--- config.mk ---
export PLATFORM = sky130hd
export DESIGN_NAME = btn_cmd_conditioner_flat
export DESIGN_NICKNAME = d
export VERILOG_FILES = /design/src/rtl/btn_cmd_conditioner_pkg.sv /design/src/rtl/btn_cmd_conditioner_if.sv /design/src/rtl/btn_cmd_conditioner_debounce.sv /design/src/rtl/btn_cmd_conditioner.sv /design/src/flat_wrapper.sv
export SDC_FILE = /design/constraint.sdc
export NUM_CORES = 1
export LEC_CHECK = 0
export ABC_AREA = 1
export CORE_ASPECT_RATIO = 0.5
export CORE_MARGIN = 4
export CORE_UTILIZATION = 40
export CTS_BUF_LIST = sky130_fd_sc_hd__clkbuf_8
export DETAILED_ROUTE_END_ITERATION = 10
export GPL_TIMING_DRIVEN = 0
export PLACE_DENSITY = 0.67
export SLEW_MARGIN = 30
export SYNTH_ARGS = -nofsm -noshare
export SYNTH_HDL_FRONTEND = slang
export SYNTH_SLANG_ARGS = --single-unit
--- constraint.sdc ---
create_clock -name clk -period 2.25 [get_ports clk]
set_input_delay 0.45 -clock clk [delete_from_list [all_inputs] [get_ports clk]]
set_output_delay 0.45 -clock clk [all_outputs]
set_load 0.02 [all_outputs]
--- src/rtl/btn_cmd_conditioner_pkg.sv ---
// rtl/btn_cmd_conditioner_pkg.sv - shared encodings and command arbitration for the button front-end
package btn_cmd_conditioner_pkg;

    typedef enum logic [1:0] {
        DB_RELEASED  = 2'd0,
        DB_ARMING    = 2'd1,
        DB_PRESSED   = 2'd2,
        DB_DISARMING = 2'd3
    } db_state_t;

    localparam int CMD_CLR  = 0;
    localparam int CMD_LOAD = 1;
    localparam int CMD_INC  = 2;
    localparam int CMD_DEC  = 3;
    localparam int CMD_NUM  = 4;

    typedef struct packed {
        logic en;
        logic up;
        logic load;
        logic syn_clear;
    } cmd_t;

    // Lower-priority events in the same cycle are dropped; inc+dec together cancel out.
    function automatic cmd_t arbitrate(input logic [CMD_NUM-1:0] evt);
        cmd_t c;
        c = '{en: 1'b0, up: 1'b1, load: 1'b0, syn_clear: 1'b0};
        if (evt[CMD_CLR]) begin
            c.en        = 1'b1;
            c.syn_clear = 1'b1;
        end else if (evt[CMD_LOAD]) begin
            c.en   = 1'b1;
            c.load = 1'b1;
        end else if (evt[CMD_INC] ^ evt[CMD_DEC]) begin
            c.en = 1'b1;
            c.up = evt[CMD_INC];
        end
        return c;
    endfunction

endpackage

--- src/rtl/btn_cmd_conditioner_if.sv ---
// rtl/btn_cmd_conditioner_if.sv - raw buttons in, counter command pulses out
interface btn_cmd_conditioner_if;
    logic btn_inc;
    logic btn_dec;
    logic btn_load;
    logic btn_clr;
    logic en;
    logic up;
    logic load;
    logic syn_clear;

    modport master (output btn_inc, btn_dec, btn_load, btn_clr,
                    input  en, up, load, syn_clear);
    modport slave  (input  btn_inc, btn_dec, btn_load, btn_clr,
                    output en, up, load, syn_clear);
endinterface

--- src/rtl/btn_cmd_conditioner_debounce.sv ---
// rtl/btn_cmd_conditioner_debounce.sv - one button: 2-flop sync, debounce FSM, optional auto-repeat
module btn_debounce
    import btn_cmd_conditioner_pkg::*;
#(
    parameter int DB_CYCLES  = 16,
    parameter int DB_W       = 5,
    parameter int REP_DELAY  = 1024,
    parameter int REP_PERIOD = 256,
    parameter int REP_W      = 11,
    parameter bit REPEAT     = 1'b0
) (
    input  logic clk,
    input  logic rst,
    input  logic raw,
    output logic pressed,
    output logic evt
);

    localparam logic [DB_W-1:0] DB_LAST = DB_W'(DB_CYCLES - 1);

    logic            sync1;
    logic            s;
    db_state_t       state, state_next;
    logic [DB_W-1:0] cnt, cnt_next;
    logic            press_evt;
    logic            rep_evt;

    always_ff @(posedge clk or negedge rst) begin
        if (!rst) begin
            sync1 <= 1'b0;
            s     <= 1'b0;
        end else begin
            sync1 <= raw;
            s     <= sync1;
        end
    end

    always_ff @(posedge clk or negedge rst) begin
        if (!rst) begin
            state <= DB_RELEASED;
            cnt   <= '0;
        end else begin
            state <= state_next;
            cnt   <= cnt_next;
        end
    end

    always_comb begin
        state_next = state;
        cnt_next   = cnt;
        case (state)
            DB_RELEASED: if (s) begin
                state_next = DB_ARMING;
                cnt_next   = DB_W'(1);
            end
            DB_ARMING: begin
                if (!s)                  state_next = DB_RELEASED;
                else if (cnt == DB_LAST) state_next = DB_PRESSED;
                else                     cnt_next   = cnt + 1'b1;
            end
            DB_PRESSED: if (!s) begin
                state_next = DB_DISARMING;
                cnt_next   = DB_W'(1);
            end
            DB_DISARMING: begin
                if (s)                   state_next = DB_PRESSED;
                else if (cnt == DB_LAST) state_next = DB_RELEASED;
                else                     cnt_next   = cnt + 1'b1;
            end
            default: state_next = DB_RELEASED;
        endcase
    end

    always_comb begin
        pressed   = (state == DB_PRESSED) || (state == DB_DISARMING);
        press_evt = (state == DB_ARMING) && s && (cnt == DB_LAST);
        evt       = press_evt | rep_evt;
    end

    // Repeat timer runs only while PRESSED; it is held at zero through the press edge itself.
    if (REPEAT) begin : g_rep
        logic [REP_W-1:0] rcnt;
        logic             repeating;
        logic             rep_hit;

        assign rep_hit = (state == DB_PRESSED) &&
                         (rcnt == (repeating ? REP_W'(REP_PERIOD - 1) : REP_W'(REP_DELAY - 1)));
        assign rep_evt = rep_hit;

        always_ff @(posedge clk or negedge rst) begin
            if (!rst) begin
                rcnt      <= '0;
                repeating <= 1'b0;
            end else if (state != DB_PRESSED) begin
                rcnt      <= '0;
                repeating <= 1'b0;
            end else if (rep_hit) begin
                rcnt      <= '0;
                repeating <= 1'b1;
            end else begin
                rcnt      <= rcnt + 1'b1;
            end
        end
    end else begin : g_norep
        assign rep_evt = 1'b0;
    end

endmodule

--- src/rtl/btn_cmd_conditioner.sv ---
// rtl/btn_cmd_conditioner.sv - debounced buttons arbitrated into registered counter command pulses
module btn_cmd_conditioner
    import btn_cmd_conditioner_pkg::*;
#(
    parameter int DB_CYCLES  = 16,
    parameter int DB_W       = 5,
    parameter int REP_DELAY  = 1024,
    parameter int REP_PERIOD = 256,
    parameter int REP_W      = 11
) (
    input  logic                  clk,
    input  logic                  rst,
    btn_cmd_conditioner_if.slave  bus
);

    logic [CMD_NUM-1:0] evt;
    logic [CMD_NUM-1:0] pressed_unused;
    cmd_t               cmd;

    if ((DB_CYCLES < 2) || (DB_CYCLES >= 2**DB_W)) begin : g_bad_db
        $error("btn_cmd_conditioner: DB_CYCLES must be >= 2 and < 2**DB_W");
    end
    if ((REP_DELAY >= 2**REP_W) || (REP_PERIOD >= 2**REP_W) || (REP_PERIOD < 2)) begin : g_bad_rep
        $error("btn_cmd_conditioner: REP_DELAY/REP_PERIOD must fit REP_W, REP_PERIOD >= 2");
    end

    btn_debounce #(.DB_CYCLES(DB_CYCLES), .DB_W(DB_W), .REP_DELAY(REP_DELAY),
                   .REP_PERIOD(REP_PERIOD), .REP_W(REP_W), .REPEAT(1'b0))
    u_clr  (.clk(clk), .rst(rst), .raw(bus.btn_clr),
            .pressed(pressed_unused[CMD_CLR]), .evt(evt[CMD_CLR]));

    btn_debounce #(.DB_CYCLES(DB_CYCLES), .DB_W(DB_W), .REP_DELAY(REP_DELAY),
                   .REP_PERIOD(REP_PERIOD), .REP_W(REP_W), .REPEAT(1'b0))
    u_load (.clk(clk), .rst(rst), .raw(bus.btn_load),
            .pressed(pressed_unused[CMD_LOAD]), .evt(evt[CMD_LOAD]));

    btn_debounce #(.DB_CYCLES(DB_CYCLES), .DB_W(DB_W), .REP_DELAY(REP_DELAY),
                   .REP_PERIOD(REP_PERIOD), .REP_W(REP_W), .REPEAT(1'b1))
    u_inc  (.clk(clk), .rst(rst), .raw(bus.btn_inc),
            .pressed(pressed_unused[CMD_INC]), .evt(evt[CMD_INC]));

    btn_debounce #(.DB_CYCLES(DB_CYCLES), .DB_W(DB_W), .REP_DELAY(REP_DELAY),
                   .REP_PERIOD(REP_PERIOD), .REP_W(REP_W), .REPEAT(1'b1))
    u_dec  (.clk(clk), .rst(rst), .raw(bus.btn_dec),
            .pressed(pressed_unused[CMD_DEC]), .evt(evt[CMD_DEC]));

    assign cmd = arbitrate(evt);

    always_ff @(posedge clk or negedge rst) begin
        if (!rst) begin
            bus.en        <= 1'b0;
            bus.up        <= 1'b1;
            bus.load      <= 1'b0;
            bus.syn_clear <= 1'b0;
        end else begin
            bus.en        <= cmd.en;
            bus.up        <= cmd.up;
            bus.load      <= cmd.load;
            bus.syn_clear <= cmd.syn_clear;
        end
    end

endmodule
--- src/flat_wrapper.sv ---
// flat-port wrapper written by rule: the top's interface ports become plain ports
module btn_cmd_conditioner_flat import btn_cmd_conditioner_pkg::*;
#(
    parameter int DB_CYCLES  = 16,
    parameter int DB_W       = 5,
    parameter int REP_DELAY  = 1024,
    parameter int REP_PERIOD = 256,
    parameter int REP_W      = 11
)
  (clk, rst, bus_btn_inc, bus_btn_dec, bus_btn_load, bus_btn_clr, bus_en, bus_up, bus_load, bus_syn_clear);
  btn_cmd_conditioner_if bus_i ();
  input  logic clk;
  input  logic rst;
  input wire logic [$bits(bus_i.btn_inc)-1:0] bus_btn_inc;
  input wire logic [$bits(bus_i.btn_dec)-1:0] bus_btn_dec;
  input wire logic [$bits(bus_i.btn_load)-1:0] bus_btn_load;
  input wire logic [$bits(bus_i.btn_clr)-1:0] bus_btn_clr;
  output wire logic [$bits(bus_i.en)-1:0] bus_en;
  output wire logic [$bits(bus_i.up)-1:0] bus_up;
  output wire logic [$bits(bus_i.load)-1:0] bus_load;
  output wire logic [$bits(bus_i.syn_clear)-1:0] bus_syn_clear;
  assign bus_i.btn_inc = bus_btn_inc;
  assign bus_i.btn_dec = bus_btn_dec;
  assign bus_i.btn_load = bus_btn_load;
  assign bus_i.btn_clr = bus_btn_clr;
  assign bus_en = bus_i.en;
  assign bus_up = bus_i.up;
  assign bus_load = bus_i.load;
  assign bus_syn_clear = bus_i.syn_clear;
  btn_cmd_conditioner #(.DB_CYCLES(DB_CYCLES), .DB_W(DB_W), .REP_DELAY(REP_DELAY), .REP_PERIOD(REP_PERIOD), .REP_W(REP_W)) u_core (.clk(clk), .rst(rst), .bus(bus_i));
endmodule
Word level (Yosys, flattened, before mapping)
Index checks and enable logic that the tools add are counted.
- input port bits: 6
- flip-flop bits (word level): 64
- bitwise gates (word level): 3
- equality and inequality tests: 44
- $add $sub $neg: 6
- reductions and logical operators: 24
- multiplexer cells: 69
- operators with widths (cell ; number):
    5-bit two-way mux ; 20
    5-bit case mux with 4 select lines ; 4
    2-bit two-way mux ; 26
    11-bit two-way mux ; 4
    2-bit != test, second input constant ; 18
    2-bit case mux with 4 select lines ; 4
    4-bit AND reduction ; 8
    3-bit != test, second input constant ; 8
    11-bit by 1-bit adder with 11-bit output, second input constant ; 2
    11-bit by 10-bit == test with 1-bit output ; 2
    5-bit by 1-bit adder with 5-bit output, second input constant ; 4
    5-bit by 4-bit == test with 1-bit output, second input constant ; 4
    10-bit two-way mux ; 2
    2-bit == test, second input constant ; 8
    1-bit logical AND ; 10
    1-bit two-way mux ; 9
    2-bit by 1-bit == test with 1-bit output, second input constant ; 4
    2-bit zero test ; 4
    2-bit nonzero test ; 2
    1-bit OR ; 2
    1-bit bitwise XOR ; 1

Depth between registers and ports, before layout
Gate-level depths: netlist of the first run.
- word-level depth: 8
- mapped depth: 11

Modules after synthesis
From an unflattened synthesis of the first run, not the netlist that was laid out.
- cell total of the unflattened synthesis: 353
- area total of the unflattened synthesis: 3131.8 sq um
- modules (own cells, without submodules) (module ; cells each ; seq. area each (sq um) ; area an instance (sq um) ; instances):
    btn_debounce at u_core.u_inc ; 124 ; 525.5 ; 1078.5 ; 1
    btn_debounce at u_core.u_dec ; 124 ; 525.5 ; 1076.0 ; 1
    btn_debounce at u_core.u_clr ... ; 47 ; 225.2 ; 419.2 ; 2
    btn_cmd_conditioner ; 11 ; 101.3 ; 138.9 ; 1

Worst setup path before layout of the first run
No wires, ideal clock.
- kind: reg2reg
- from: register u_core.u_dec.cnt[0]
- to: register u_core.bus.en
- data required time: 2.123 ns
- cell stages (with the launch flop): 11
- data arrival time: 1.457 ns
- setup time: 0.127 ns
- buffers on the path: 0
- clock period less this slack: 1.584 ns
- setup slack: 0.666 ns
- cell sequence: dfrtp_1 -> ha_1 -> nand2_1 -> nor2_1 -> ha_1 -> nand2_1 -> inv_1 -> nand2_1 -> o21ai_0 -> ha_1 -> nand3_1
- RTL lines (what ; line ; text):
    from (decl) ; btn_cmd_conditioner_debounce.sv:24 ; logic [DB_W-1:0] cnt, cnt_next;
    from (signal assigned) ; btn_cmd_conditioner_debounce.sv:44 ; cnt <= cnt_next;
    to (decl) ; btn_cmd_conditioner_if.sv:15 ; output en, up, load, syn_clear);

Worst setup path in the final report of the first run
- from: register u_core.bus.up
- to: output port bus_up
- RTL lines (what ; line ; text):
    from (decl) ; btn_cmd_conditioner_if.sv:15 ;
    to (decl) ; flat_wrapper.sv:19 ; output wire logic [$bits(bus_i.up)-1:0] bus_up;
No word-level cell between the ends.

==> results.md, run 1 <==
* Cell area power density at around 680 nW/µm²
* Dpl ws at 0.425 ns
* Final worst slack at about 0.34 ns
* Routed vias at 2200
* Cell count after synthesis at between 300 and 400
* Synth Register Bits at 64
* Vias per inst at around 4.6
* Post-route insts no fill at 482
* Final Max Slew Viols at 0
* Avg Inst Size Synth at 8.54 µm²
* Initial DRC count at 84
* Placed insts at 465
* CTS tree: done
* DIE HEIGHT at 69.9 µm
* Setup Viol. Count Final at 0
* Clock slew at reported path FFs at 0.07 ns
* Post-cts repair resize count at 0
* Slew @ Worst Pin at between 0.3 and 0.4 ns
* Initial core utilization at 0.415
* Most common cell after layout, fill and taps aside: nand2_1
* CP Launch Type: flip-flop
* Worst Path Required at 1.80 ns
* Ports at 10
* DP Wirelength at 3500 µm
* Clock Sinks at 64
* Diode count at 0
* Pleak at 1.61 nW
* CORE AREA at 7380 µm²
* Syn Std Cell Area at 3060 µm²
* Total length of routed wires at 4910 µm
* Syn_nets at 376
* CP cell instances: clkdlybuf4s50_1
* Share of cells above drive strength 1 at 0.106
* Area grow syn2layout at 14.5%
* Hold path startpoint: u_core.u_dec.sync1
* Highest clock rate at 523 MHz
* Grt total ovfl at 0
* H-tree levels at 3
* WL per Instance at slightly above 10 µm
* Residual DRC at 0
* Peak VDD IR at 0.439 mV
* Maximum root-to-sink buffer count at 2
* Global-route wire length before repair at 9230 µm
* Crit path from: u_core.bus.up
* Site Rows at 22
* Antenna Violating Nets Remaining at 0
* Max FO, Critical Path at 1
* Status: complete, no violations
* Port buffer count at 9
* Clk_lat worst skew at ~0.35 ns
* CTS Buf Count at 9
* Crit-path leading delay family: buffers and inverters
* GRT Resource Usage Total at 0.125
* Crit path kind: reg -> out
* Largest stage delay on the critical path at about 0.6 ns
* WP buf/inv at 1
* HP Class: reg -> reg
* Register area share after synthesis at 0.523
* Clock skew at approximately 0.0092 ns
* Most frequent cells in the layout: nand2_1 (85), dfrtp_1 (63), inv_1 (51)
* Arr. time, crit path at 1.46 ns
* Placer Congestion at 0.749
* Die width at ~130 µm
* Crit. End Element: output pin
* # nets final at 398
* R2R Path Start: u_core.u_dec.cnt[0]
* CTS root buffer: clkbuf_8
* Max-cap viol count at 0
* Vias in the first global route at roughly 2100
* Pwr Total at approximately 2.4 mW
* Synth warn at 0
* Initial antenna violation count at 0
* Die Footprint at 9210 µm²
* Worst slew margin at 0.780
* Period minus WS final at 1.91 ns
* RSZ-0062 raised after global routing: false
* Largest net degree at the start of global routing at 49
* Fin. Hold Viols at 0
* Final Cycle Share at 0.849
* DRT Pass-1 Iters at 4
* Unique masters post-synth at 26
* Slowest stage cell, crit path: clkdlybuf4s50_1
* Final hold slack at 0.347 ns
## cell type report
cell class	instances	area, µm²
well taps	96	120
clock inverters	5	47.5
clock buffers	11	151
fillers	724	3870
repair buffers	11	125
flip-flops and latches	64	1600
multi-input cells	243	1270
inverters	52	195
## cells in the mapped netlist, drive strengths merged
cell	n	share of area
nand3b	2	0.0049
xnor2	2	0.0057
xor2	7	0.020
or2	1	0.0020
nor2	55	0.082
a21oi	4	0.0078
dfstp	1	0.0086
dfrtp	63	0.51
ha	11	0.045
o21ai	25	0.042
nand2	93	0.12
o21bai	3	0.0073
nand4	6	0.012
inv	52	0.064
nand3	31	0.054
nor3	1	0.0016
nor3b	2	0.0049
## worst paths after layout
| kind | end | depth (start not counted) | slack (ns) |
|---|---|---|---|
| worst max-delay path | bus_up | 1 | 0.34 |
| worst min-delay path | u_core.u_dec.s | 0 | 0.35 |
| worst max register to register | u_core.bus.en | 10 | 0.43 |
| worst min register to register | u_core.u_dec.s | 0 | 0.35 |
| max in group asynchronous | u_core.u_dec.sync1 | 3 | 1.22 |
| min in group asynchronous | u_core.u_inc.g_rep.repeating | 2 | 0.52 |
## cells by family after synthesis
kind of cell             count (synthesis)  synth area share
flip-flops                              64             0.523
adder cells (fa/ha/maj)                 11            0.0449
AO/OA/AOI/OAI                           32            0.0572
XOR/XNOR                                 9            0.0257
AND/OR/NAND/NOR                        191             0.285
buffers and inverters                   52            0.0637
## flip-flops by register name (all words and copies together), names as in the netlist, 5 cells and up, named ones only
name,flops
u_core.u_load.cnt,5
u_core.u_inc.cnt,5
u_core.u_dec.cnt,5
u_core.u_dec.g_rep.rcnt,11
u_core.u_clr.cnt,5
u_core.u_inc.g_rep.rcnt,11
## stage by stage
| stage | TNS (ns) | util | cell area (µm²) |
|---|---|---|---|
| 6_report | 0 | 0.476 | 3510 |
| 2_1_floorplan | 0 | - | 3060 |
| 3_5_place_dp | 0 | 0.447 | 3300 |
| 5_1_grt | 0 | 0.476 | 3510 |
| 3_3_place_gp | -90.85 | 0.444 | 3270 |
| 4_1_cts | 0 | 0.476 | 3510 |
## repair_timing
action                    in CTS  in global routing
setup buffers                  0                  0
hold endpoints to repair      15                  0
hold buffers                   1                  0
## per-layer routing
metal | vias to the layer above | global-route usage | share of wire
met2 | 17 | 0.196 | 0.45
li1 | 1174 | - | -
met3 | 7 | 0.0453 | 0.032
met5 | - | 0 | 0
met1 | 1002 | 0.155 | 0.50
met4 | 0 | 0.0559 | 0.014
## worst register-to-register path, delay by kind of cell (launching register included)
family	cells	cell delay, ns
compound gates	1	0.25
fa+ha+maj	3	0.62
simple gates	5	0.38
buf+inv	1	0.08
flops	1	0.43
## where the power goes
| part | internal, mW | switching [mW] |
|---|---|---|
| sequential | 1.20 | 0.0549 |
| clock | 0.560 | 0.418 |
| combinational | 0.0608 | 0.0803 |
Note: power is estimated with default switching activity, not from simulation.
==> run 2, diff against run 1 <==
- PLACE_DENSITY: 0.67 -> 0.69
- clock period: 2.25 -> 1.7 ns (I/O delays scaled with it)
==> results.md, run 2 (synthesis gave the netlist of run 1 again) <==
* Status: complete, but fails checks
* Failing checks: setup timing
* Initial antenna violation count at 0
* Max-cap viol count at 0
* Site Rows at 22
* Peak VDD IR at around 0.39 mV
* Routed vias at about 2200
* Largest net degree at the start of global routing at 46
* Final Max Slew Viols at 0
* H-tree levels at 3
* Ports at 10
* Total length of routed wires at 4980 µm
* Arr. time, crit path at 1.94 ns
* Pleak at 1.65 nW
* Die Footprint at between 9000 and 10000 µm²
* Worst Path Required at approximately 1.9 ns
* Worst slew margin at 0.805
* Biggest regs: u_core.u_dec.g_rep.rcnt (11), u_core.u_inc.g_rep.rcnt (11)
* CTS tree: done
* GRT Resource Usage Total at 0.116
* # nets final at about 410
* WP buf/inv at 2
* Vias in the first global route at roughly 2000
* Clock slew at reported path FFs at 0.07 ns
* Period minus WS final at 1.72 ns
* Vias per inst at 4.58
* CP Launch Type: flip-flop
* CTS Buf Count at 9
* Maximum root-to-sink buffer count at 2
* Die width at ~130 µm
* Placer Congestion at 0.768
* Residual DRC at 0
* DP Wirelength at roughly 3400 µm
* DRT Pass-1 Iters at 4
* WL per Instance at 10.2 µm
* Clock skew at between 0.009 and 0.01 ns
* CTS root buffer: clkbuf_8
* Max FO, Critical Path at 4
* Share of cells above drive strength 1 at 0.183
* Cell area power density at slightly above 900 nW/µm²
* DIE HEIGHT at 69.9 µm
* Clk_lat worst skew at 0.34 ns
* Area grow syn2layout at 20.0%
* Grt total ovfl at 0
* Fill count at 666
* RSZ-0062 raised after global routing: true
* Clock Sinks at 64
* Global-route wire length before repair at 8650 µm
* Antenna Violating Nets Remaining at 0
* Worst R2R Setup Slack at -0.02 ns
* Post-layout util at 0.498
* Initial core utilization at 0.415
* Most common cell after layout, fill and taps aside: nand2_1
* Crit. End Element: flip-flop
* Crit-path leading delay family: adder cells
* Highest clock rate at 582 MHz
* HP Class: reg -> reg
* Fin. Hold Viols at 0
* Final Cycle Share at 1.01
* Final worst slack at -0.0187 ns
* Largest stage delay on the critical path at 0.38 ns
* Most frequent cells in the layout: nand2_1 (80), dfrtp_1 (63), inv_1 (46)
* Initial DRC count at 154
* Crit path kind: reg -> reg
* CORE AREA at about 7400 µm²
* Diode count at 0
* Port buffer count at 9
* Dpl ws at -0.135 ns
* Slew @ Worst Pin at just under 0.3 ns
* CP cell instances: ha_2 -> nand2_2 -> nor2_2 -> ha_2 -> nand2_4 -> inv_2 -> nand3_1 -> nand2_1 -> inv_2 -> ha_4 -> nand3_4
* Slowest stage cell, crit path: dfrtp_1
* Setup Viol. Count Final at 1
-- run 2: final cells by class --
type | count | area [µm²] | area share
Timing Repair Buffer | 19 | 184 | 0.0500
Clock inverter | 6 | 83.8 | 0.0228
Inverter | 52 | 195 | 0.0531
Multi-Input combinational cell | 243 | 1350 | 0.368
Tap cell | 96 | 120 | 0.0327
Clock buffer | 10 | 138 | 0.0374
Sequential cell | 64 | 1600 | 0.436
-- run 2: what timing repair did --
action	CTS	global route
endpoints found under the setup margin	3	9
pin swaps	0	10
cloned	0	0
setup buffers	0	8
resized for setup	2	25
hold endpoints to repair	19	0
hold buffers	1	0
-- run 2: worst paths after layout --
| path | start | end | cells past startpoint |
|---|---|---|---|
| max | u_core.u_inc.cnt[0] | u_core.bus.en | 11 |
| min | u_core.u_clr.sync1 | u_core.u_clr.s | 0 |
| max reg2reg | u_core.u_inc.cnt[0] | u_core.bus.en | 11 |
| min reg2reg | u_core.u_clr.sync1 | u_core.u_clr.s | 0 |
| min in group asynchronous | rst | u_core.u_load.cnt[2] | 2 |
| max in group asynchronous | rst | u_core.bus.up | 3 |
-- run 2: routing by layer --
layer  wire length [µm]  share of wire  vias up  GRT usage
met2               2160           0.43       29      0.183
li1                   -              -     1191          -
met4                 71          0.014        0     0.0349
met3                186          0.037        9     0.0504
met5                  0              0        -          0
met1               2560           0.51     1013      0.145
-- run 2: metrics by stage --
step	instances	power, mW	setup TNS, ns	hold slack [ns]	cell area, µm²
6_report	490	3.33	-0.0187	0.349	3680
5_1_grt	490	3.51	-0.220	0.365	3680
4_1_cts	482	3.34	-0.0611	0.352	3530
3_5_place_dp	465	1.88	-0.195	0.247	3300
3_3_place_gp	464	1.86	-115.79	0.332	3270
2_1_floorplan	359	1.79	0	0.0444	3060
-- run 2: power breakdown --
| part | switching (mW) | internal [mW] | total, mW |
|---|---|---|---|
| Combinational | 0.122 | 0.113 | 0.234 |
| Sequential | 0.0719 | 1.59 | 1.66 |
| Clock | 0.581 | 0.857 | 1.44 |
| Total | 0.775 | 2.56 | 3.33 |
-- run 2: worst reg2reg max path: cells and delay by family (launching register included) --
family	cells	cell delay, ns
adders and majority gates	3	0.67
buffers and inverters	2	0.10
DFF	1	0.38
and+or+nand+nor	6	0.46
